==> config.mk <==
export PLATFORM = sky130hd
export DESIGN_NAME = dmem_rr_arbiter
export DESIGN_NICKNAME = d
export VERILOG_FILES = /design/src/rtl/dmem_rr_arbiter.sv
export SDC_FILE = /design/constraint.sdc
export NUM_CORES = 1
export LEC_CHECK = 0
export ABC_AREA = 1
export BUFFER_PORTS_ARGS = -buffer_cell sky130_fd_sc_hd__buf_2
export CORE_MARGIN = 8
export CORE_UTILIZATION = 45
export DETAILED_ROUTE_END_ITERATION = 10
export PLACE_DENSITY_LB_ADDON = 0.2
export SYNTH_ARGS = -nofsm -noshare
export SYNTH_HDL_FRONTEND = slang
export SYNTH_SLANG_ARGS = --single-unit
==> constraint.sdc <==
create_clock -name clk -period 2.4 [get_ports clk]
set_clock_uncertainty 0.2 [all_clocks]
set_input_delay 0.36 -clock clk [delete_from_list [all_inputs] [get_ports clk]]
set_output_delay 0.36 -clock clk [all_outputs]
set_load 0.1 [all_outputs]
==> src/rtl/dmem_rr_arbiter.sv <==
// Two-port arbiter sharing a single-port data memory between the CPU/LSU (port 0)
// and the popcount engine (port 1); every access is grant -> memory cycle -> ack.
module dmem_rr_arbiter #(
  parameter int AW        = 32,
  parameter int DW        = 32,
  parameter int FIXED_PRI = 0
) (
  input  logic          clk,
  input  logic          reset,
  input  logic          req0,
  input  logic          req1,
  input  logic          we0,
  input  logic          we1,
  input  logic [AW-1:0] addr0,
  input  logic [AW-1:0] addr1,
  input  logic [DW-1:0] wd0,
  input  logic [DW-1:0] wd1,
  output logic          gnt0,
  output logic          gnt1,
  output logic          ack0,
  output logic          ack1,
  output logic [DW-1:0] rdata,
  output logic          mem_we,
  output logic [AW-1:0] mem_a,
  output logic [DW-1:0] mem_wd,
  input  logic [DW-1:0] mem_rd
);

  typedef enum logic {
    IDLE   = 1'b0,
    ACCESS = 1'b1
  } state_t;

  localparam logic [AW-1:0] WORD_MASK = {{(AW-2){1'b1}}, 2'b00};

  state_t        state;
  logic          last;   // requester granted most recently
  logic          owner;  // requester whose access is in flight
  logic          is_rd;

  logic          grant;
  logic          win;
  logic          sel_we;
  logic [AW-1:0] sel_addr;
  logic [DW-1:0] sel_wd;

  // NOTE: the grant must be visible in the same cycle the request is sampled, so
  // it is decoded combinationally; every signal gets a default to avoid latches.
  always_comb begin
    grant = (state == IDLE) && (req0 || req1);
    win   = 1'b0;
    if (req0 && req1)
      win = (FIXED_PRI != 0) ? 1'b0 : ~last;
    else
      win = req1;
    gnt0     = grant && !win;
    gnt1     = grant &&  win;
    sel_we   = win ? we1   : we0;
    sel_addr = win ? addr1 : addr0;
    sel_wd   = win ? wd1   : wd0;
  end

  // NOTE: all state below uses non-blocking assignments so every register samples
  // the pre-edge values of its peers, independent of statement order.
  always_ff @(posedge clk) begin
    if (reset) begin
      state  <= IDLE;
      last   <= 1'b1;
      owner  <= 1'b0;
      is_rd  <= 1'b0;
      ack0   <= 1'b0;
      ack1   <= 1'b0;
      mem_we <= 1'b0;
      mem_a  <= '0;
      mem_wd <= '0;
      rdata  <= '0;
    end else begin
      case (state)
        IDLE: begin
          ack0   <= 1'b0;
          ack1   <= 1'b0;
          mem_we <= 1'b0;
          if (grant) begin
            last   <= win;
            owner  <= win;
            is_rd  <= !sel_we;
            mem_we <= sel_we;
            mem_a  <= sel_addr & WORD_MASK;
            mem_wd <= sel_wd;
            state  <= ACCESS;
          end
        end
        ACCESS: begin
          // dmem sees mem_a/mem_we this cycle; a write commits at this edge
          mem_we <= 1'b0;
          if (is_rd)
            rdata <= mem_rd;
          ack0  <= !owner;
          ack1  <= owner;
          state <= IDLE;
        end
        default: state <= IDLE;
      endcase
    end
  end

  a_one_gnt : assert property (@(posedge clk) disable iff (reset) !(gnt0 && gnt1));
  a_one_ack : assert property (@(posedge clk) disable iff (reset) !(ack0 && ack1));

endmodule

==> metrics.txt <==
# TYPE chip_impl_metric gauge
chip_impl_metric{name="post_dp_cell_area",unit="um2"} 5705
chip_impl_info{name="worst_path_dominant_cell_family",value="buffers and inverters"} 1
chip_impl_metric{name="die_extent_in_x",unit="um"} 114.7
chip_impl_metric{name="clock.fmax",unit="MHz"} 460.9
chip_impl_info{name="min_path_type",value="input port to flop"} 1
chip_impl_metric{name="initial_core_util",unit="%"} 45.50
chip_impl_metric{name="worst_setup_hold_path_clk_slew",unit="ns"} 0.09
chip_impl_metric{name="dp_slack",unit="ns"} 0.3279
chip_impl_metric{name="cts-buffers-inserted",unit=""} 9
chip_impl_metric{name="relative_max_transition_margin",unit="%"} 31.86
chip_impl_info{name="cp-start-kind",value="flop"} 1
chip_impl_metric{name="final_hold_vios",unit=""} 0
chip_impl_metric{name="grt_start_max_net_pins",unit=""} 64
chip_impl_metric{name="layout.cells.non_filler",unit=""} 1020
chip_impl_metric{name="first_global_vias",unit=""} 4805
chip_impl_metric{name="route.detailed.vias_per_inst",unit=""} 4.858
chip_impl_metric{name="port_buffers",unit=""} 260
chip_impl_metric{name="yosys.cell_types.count",unit=""} 16
chip_impl_metric{name="period_needed",unit="ns"} 2.170
chip_impl_metric{name="detailedRoute.firstPassIterationCount",unit=""} 5
chip_impl_metric{name="num_vias",unit=""} 4955
chip_impl_metric{name="fin_worst_hold_slack",unit="ns"} 0.04552
chip_impl_metric{name="drt.antenna.violating_nets",unit=""} 0
chip_impl_metric{name="hpwl",unit="um"} 11210
chip_impl_metric{name="diodes",unit=""} 0
chip_impl_metric{name="fin_crit_sh",unit="%"} 90.41
chip_impl_metric{name="sequential_element_share_of_the_synthesized_area",unit="%"} 46.11
chip_impl_metric{name="place_congestion",unit=""} 0.8286
chip_impl_metric{name="route.detailed.drc",unit=""} 0
chip_impl_metric{name="synthesis.area_per_instance",unit="um2"} 6.757
chip_impl_metric{name="setup_tns",unit="ns"} 0
chip_impl_metric{name="core.rowCount",unit=""} 36
chip_impl_metric{name="fp.dieArea",unit="um2"} 13160
chip_impl_metric{name="critical-path-max-stage-delay",unit="ns"} 0.39
chip_impl_metric{name="detailedRoute.firstIterationViolations",unit=""} 291
chip_impl_metric{name="wirelength",unit="um"} 14700
chip_impl_metric{name="wire_per_inst",unit="um"} 14.41
chip_impl_metric{name="grt_first_pass_wirelength",unit="um"} 23070
chip_impl_metric{name="cp.buffers_inverters",unit=""} 3
chip_impl_metric{name="setup_ws",unit="ns"} 0.2301
chip_impl_metric{name="clkLatencyLatePin",unit="ns"} 0.36
chip_impl_metric{name="drv.max_cap_violation_count",unit=""} 0
chip_impl_metric{name="timing.final.max_slew_violations",unit=""} 0
chip_impl_metric{name="critical_path_peak_fanout",unit=""} 40
chip_impl_metric{name="ys_warnings",unit=""} 0
chip_impl_metric{name="met3_usage",unit="%"} 6.857
chip_impl_metric{name="grt_antenna_before_repair",unit=""} 1
chip_impl_metric{name="cts_buffer_depth",unit=""} 2
chip_impl_metric{name="stdcell_area",unit="um2"} 5923
chip_impl_metric{name="setup_violations",unit=""} 0
chip_impl_info{name="tritoncts",value="built"} 1
chip_impl_metric{name="postSynthRegisterBits",unit=""} 101
chip_impl_metric{name="irDropWorstVdd",unit="V"} 0.0003185
chip_impl_metric{name="p_leak",unit="nW"} 3.165
chip_impl_metric{name="final_layout_size_suffix_gt1_share",unit="%"} 33.15
chip_impl_info{name="rsz_0062_raised_after_global_routing",value="no"} 1
chip_impl_metric{name="core-area",unit="um2"} 9639
chip_impl_metric{name="ioPinCount",unit=""} 267
chip_impl_metric{name="worst_ep_arrival_time",unit="ns"} 1.61
chip_impl_metric{name="final_core_util",unit="%"} 61.45
chip_impl_info{name="clockRootBuffer",value="sky130_fd_sc_hd__clkbuf_8"} 1
chip_impl_info{name="critical_path.cell_chain",value="inv_1 -> o21ai_4 -> buf_4 -> nor2_2 -> buf_12"} 1
chip_impl_metric{name="placed_cells_incl_taps",unit=""} 1004
chip_impl_metric{name="least_margin_pin_slew",unit="ns"} 1.022
chip_impl_metric{name="syn-cell-area",unit="um2"} 4385
chip_impl_metric{name="final_nets",unit=""} 1048
chip_impl_metric{name="globalRouteTotalUtil",unit="%"} 21.80
chip_impl_metric{name="total_of_hold_buffers_inserted_after_clock_tree_synthesis",unit=""} 0
chip_impl_metric{name="grt.overflow.total",unit=""} 0
chip_impl_metric{name="area.growth.synth_to_final",unit="%"} 35.06
chip_impl_metric{name="cts_h_tree_depth",unit=""} 3
chip_impl_info{name="worstSetupPathType",value="flop to output port"} 1
chip_impl_metric{name="synth_cells",unit=""} 649
chip_impl_info{name="run_status",value="finished, final reports clean"} 1
chip_impl_info{name="crit_path_top_delay_cell",value="sky130_fd_sc_hd__buf_4"} 1
chip_impl_metric{name="post-cts-setup-buffers",unit=""} 0
chip_impl_info{name="most_crowded_layer_gr",value="met2"} 1
chip_impl_metric{name="critical_path_required",unit="ns"} 1.84
chip_impl_metric{name="finalPower",unit="mW"} 4.603
chip_impl_metric{name="fp.dieH",unit="um"} 114.7
chip_impl_metric{name="cts.sinks",unit=""} 101
chip_impl_info{name="endpoint_kind",value="output port"} 1
chip_impl_metric{name="grt.met1_usage",unit="%"} 23.19
chip_impl_metric{name="gates_resized_cts_repair",unit=""} 0
chip_impl_metric{name="globalRouteMet2Util",unit="%"} 38.73
chip_impl_metric{name="power.density",unit="nW/um2"} 777.1
-- cells in the mapped netlist --
| cell | count | area [um2] |
|---|---|---|
| sky130_fd_sc_hd__o21ai_0 | 34 | 170.2 |
| sky130_fd_sc_hd__buf_2 | 12 | 60.06 |
| sky130_fd_sc_hd__nand2_1 | 254 | 953.4 |
| sky130_fd_sc_hd__nor2_1 | 69 | 259.0 |
| sky130_fd_sc_hd__a21oi_1 | 63 | 315.3 |
| sky130_fd_sc_hd__inv_1 | 6 | 22.52 |
| sky130_fd_sc_hd__nand3_1 | 63 | 315.3 |
| sky130_fd_sc_hd__inv_2 | 1 | 3.750 |
| sky130_fd_sc_hd__buf_4 | 5 | 37.54 |
| sky130_fd_sc_hd__dfxtp_1 | 101 | 2022 |
| sky130_fd_sc_hd__buf_6 | 7 | 78.83 |
| sky130_fd_sc_hd__nor3_1 | 2 | 10.01 |
| sky130_fd_sc_hd__o21ai_4 | 1 | 16.27 |
| sky130_fd_sc_hd__nand2_2 | 2 | 12.51 |
| sky130_fd_sc_hd__clkbuf_1 | 28 | 105.1 |
| sky130_fd_sc_hd__conb_1 | 1 | 3.750 |
-- tightest hold or removal path: cells and delay by family --
kind	cells	cell delay, ns
buf+inv	1	0.07
compound gates	1	0.07
simple gates	1	0.07
-- cells in the final DEF (no fill, tap or decap) --
| cell type | n |
|---|---|
| sky130_fd_sc_hd__nand2_1 | 254 |
| sky130_fd_sc_hd__clkbuf_8 | 12 |
| sky130_fd_sc_hd__o21ai_0 | 34 |
| sky130_fd_sc_hd__inv_2 | 1 |
| sky130_fd_sc_hd__nor3_1 | 2 |
| sky130_fd_sc_hd__o21ai_4 | 1 |
| sky130_fd_sc_hd__clkinv_4 | 1 |
| sky130_fd_sc_hd__conb_1 | 2 |
| sky130_fd_sc_hd__bufinv_16 | 1 |
| sky130_fd_sc_hd__nor2_1 | 68 |
| sky130_fd_sc_hd__nand2_2 | 2 |
| sky130_fd_sc_hd__inv_6 | 1 |
| sky130_fd_sc_hd__nor2_2 | 1 |
| sky130_fd_sc_hd__inv_1 | 6 |
| sky130_fd_sc_hd__dfxtp_1 | 101 |
| sky130_fd_sc_hd__a21oi_1 | 63 |
| sky130_fd_sc_hd__buf_12 | 2 |
| sky130_fd_sc_hd__nand3_1 | 63 |
| sky130_fd_sc_hd__clkinv_2 | 1 |
| sky130_fd_sc_hd__buf_4 | 13 |
| sky130_fd_sc_hd__buf_2 | 258 |
-- path summary, 6_finish.rpt --
kind	from	end	slack, ns	depth (start not counted)
worst max-delay path	state$_SDFF_PP0_	gnt0	0.23	5
worst min-delay path	mem_rd[2]	rdata[2]$_SDFFE_PP0P_	0.05	3
worst max register to register	state$_SDFF_PP0_	mem_a[8]$_SDFFE_PP0P_	0.50	5
worst min register to register	mem_a[11]$_SDFFE_PP0P_	mem_a[11]$_SDFFE_PP0P_	0.26	2
-- where the power goes --
part / leakage, nW / internal (mW) / switching (mW) / total (mW)
Sequential: 0.829 / 1.79 / 0.0561 / 1.85
Combinational: 2.22 / 0.329 / 1.27 / 1.60
Clock: 0.113 / 0.572 / 0.580 / 1.15
Total: 3.16 / 2.70 / 1.91 / 4.60
-- sequential cells by signal (all words and copies together) (netlist names) --
signal	count
owner	1
is_rd	1
mem_wd	32
state	1
ack0	1
rdata	32
ack1	1
last	1
mem_we	1
mem_a	30
-- final cells by class --
class	count	area [um2]
fill	972	3716
timing repair buffer	273	1429
tap	133	166.4
inverter	7	26.28
sequential	101	2022
clock buffer	12	165.2
clock inverter	4	52.55
multi-input combinational	490	2062
-- per-layer routing --
| metal | wire length [um] | share of wire (%) |
|---|---|---|
| met1 | 5807 | 40 |
| met2 | 7157 | 49 |
| met3 | 1360 | 9.3 |
| met4 | 358 | 2.4 |
| met5 | 13 | 0.088 |
-- logic make-up (layout without fill, tap and decap cells) --
logic type             count (synthesis)  in the layout  synth area share [%]
other                                  1              2               0.08551
buffers and inverters                 59            296                 7.019
AND/OR/NAND/NOR                      390            390                 35.35
AO/OA/AOI/OAI                         98             98                 11.44
flip-flops                           101            101                 46.11
No activity file was read; power rests on OpenSTA's default activity.
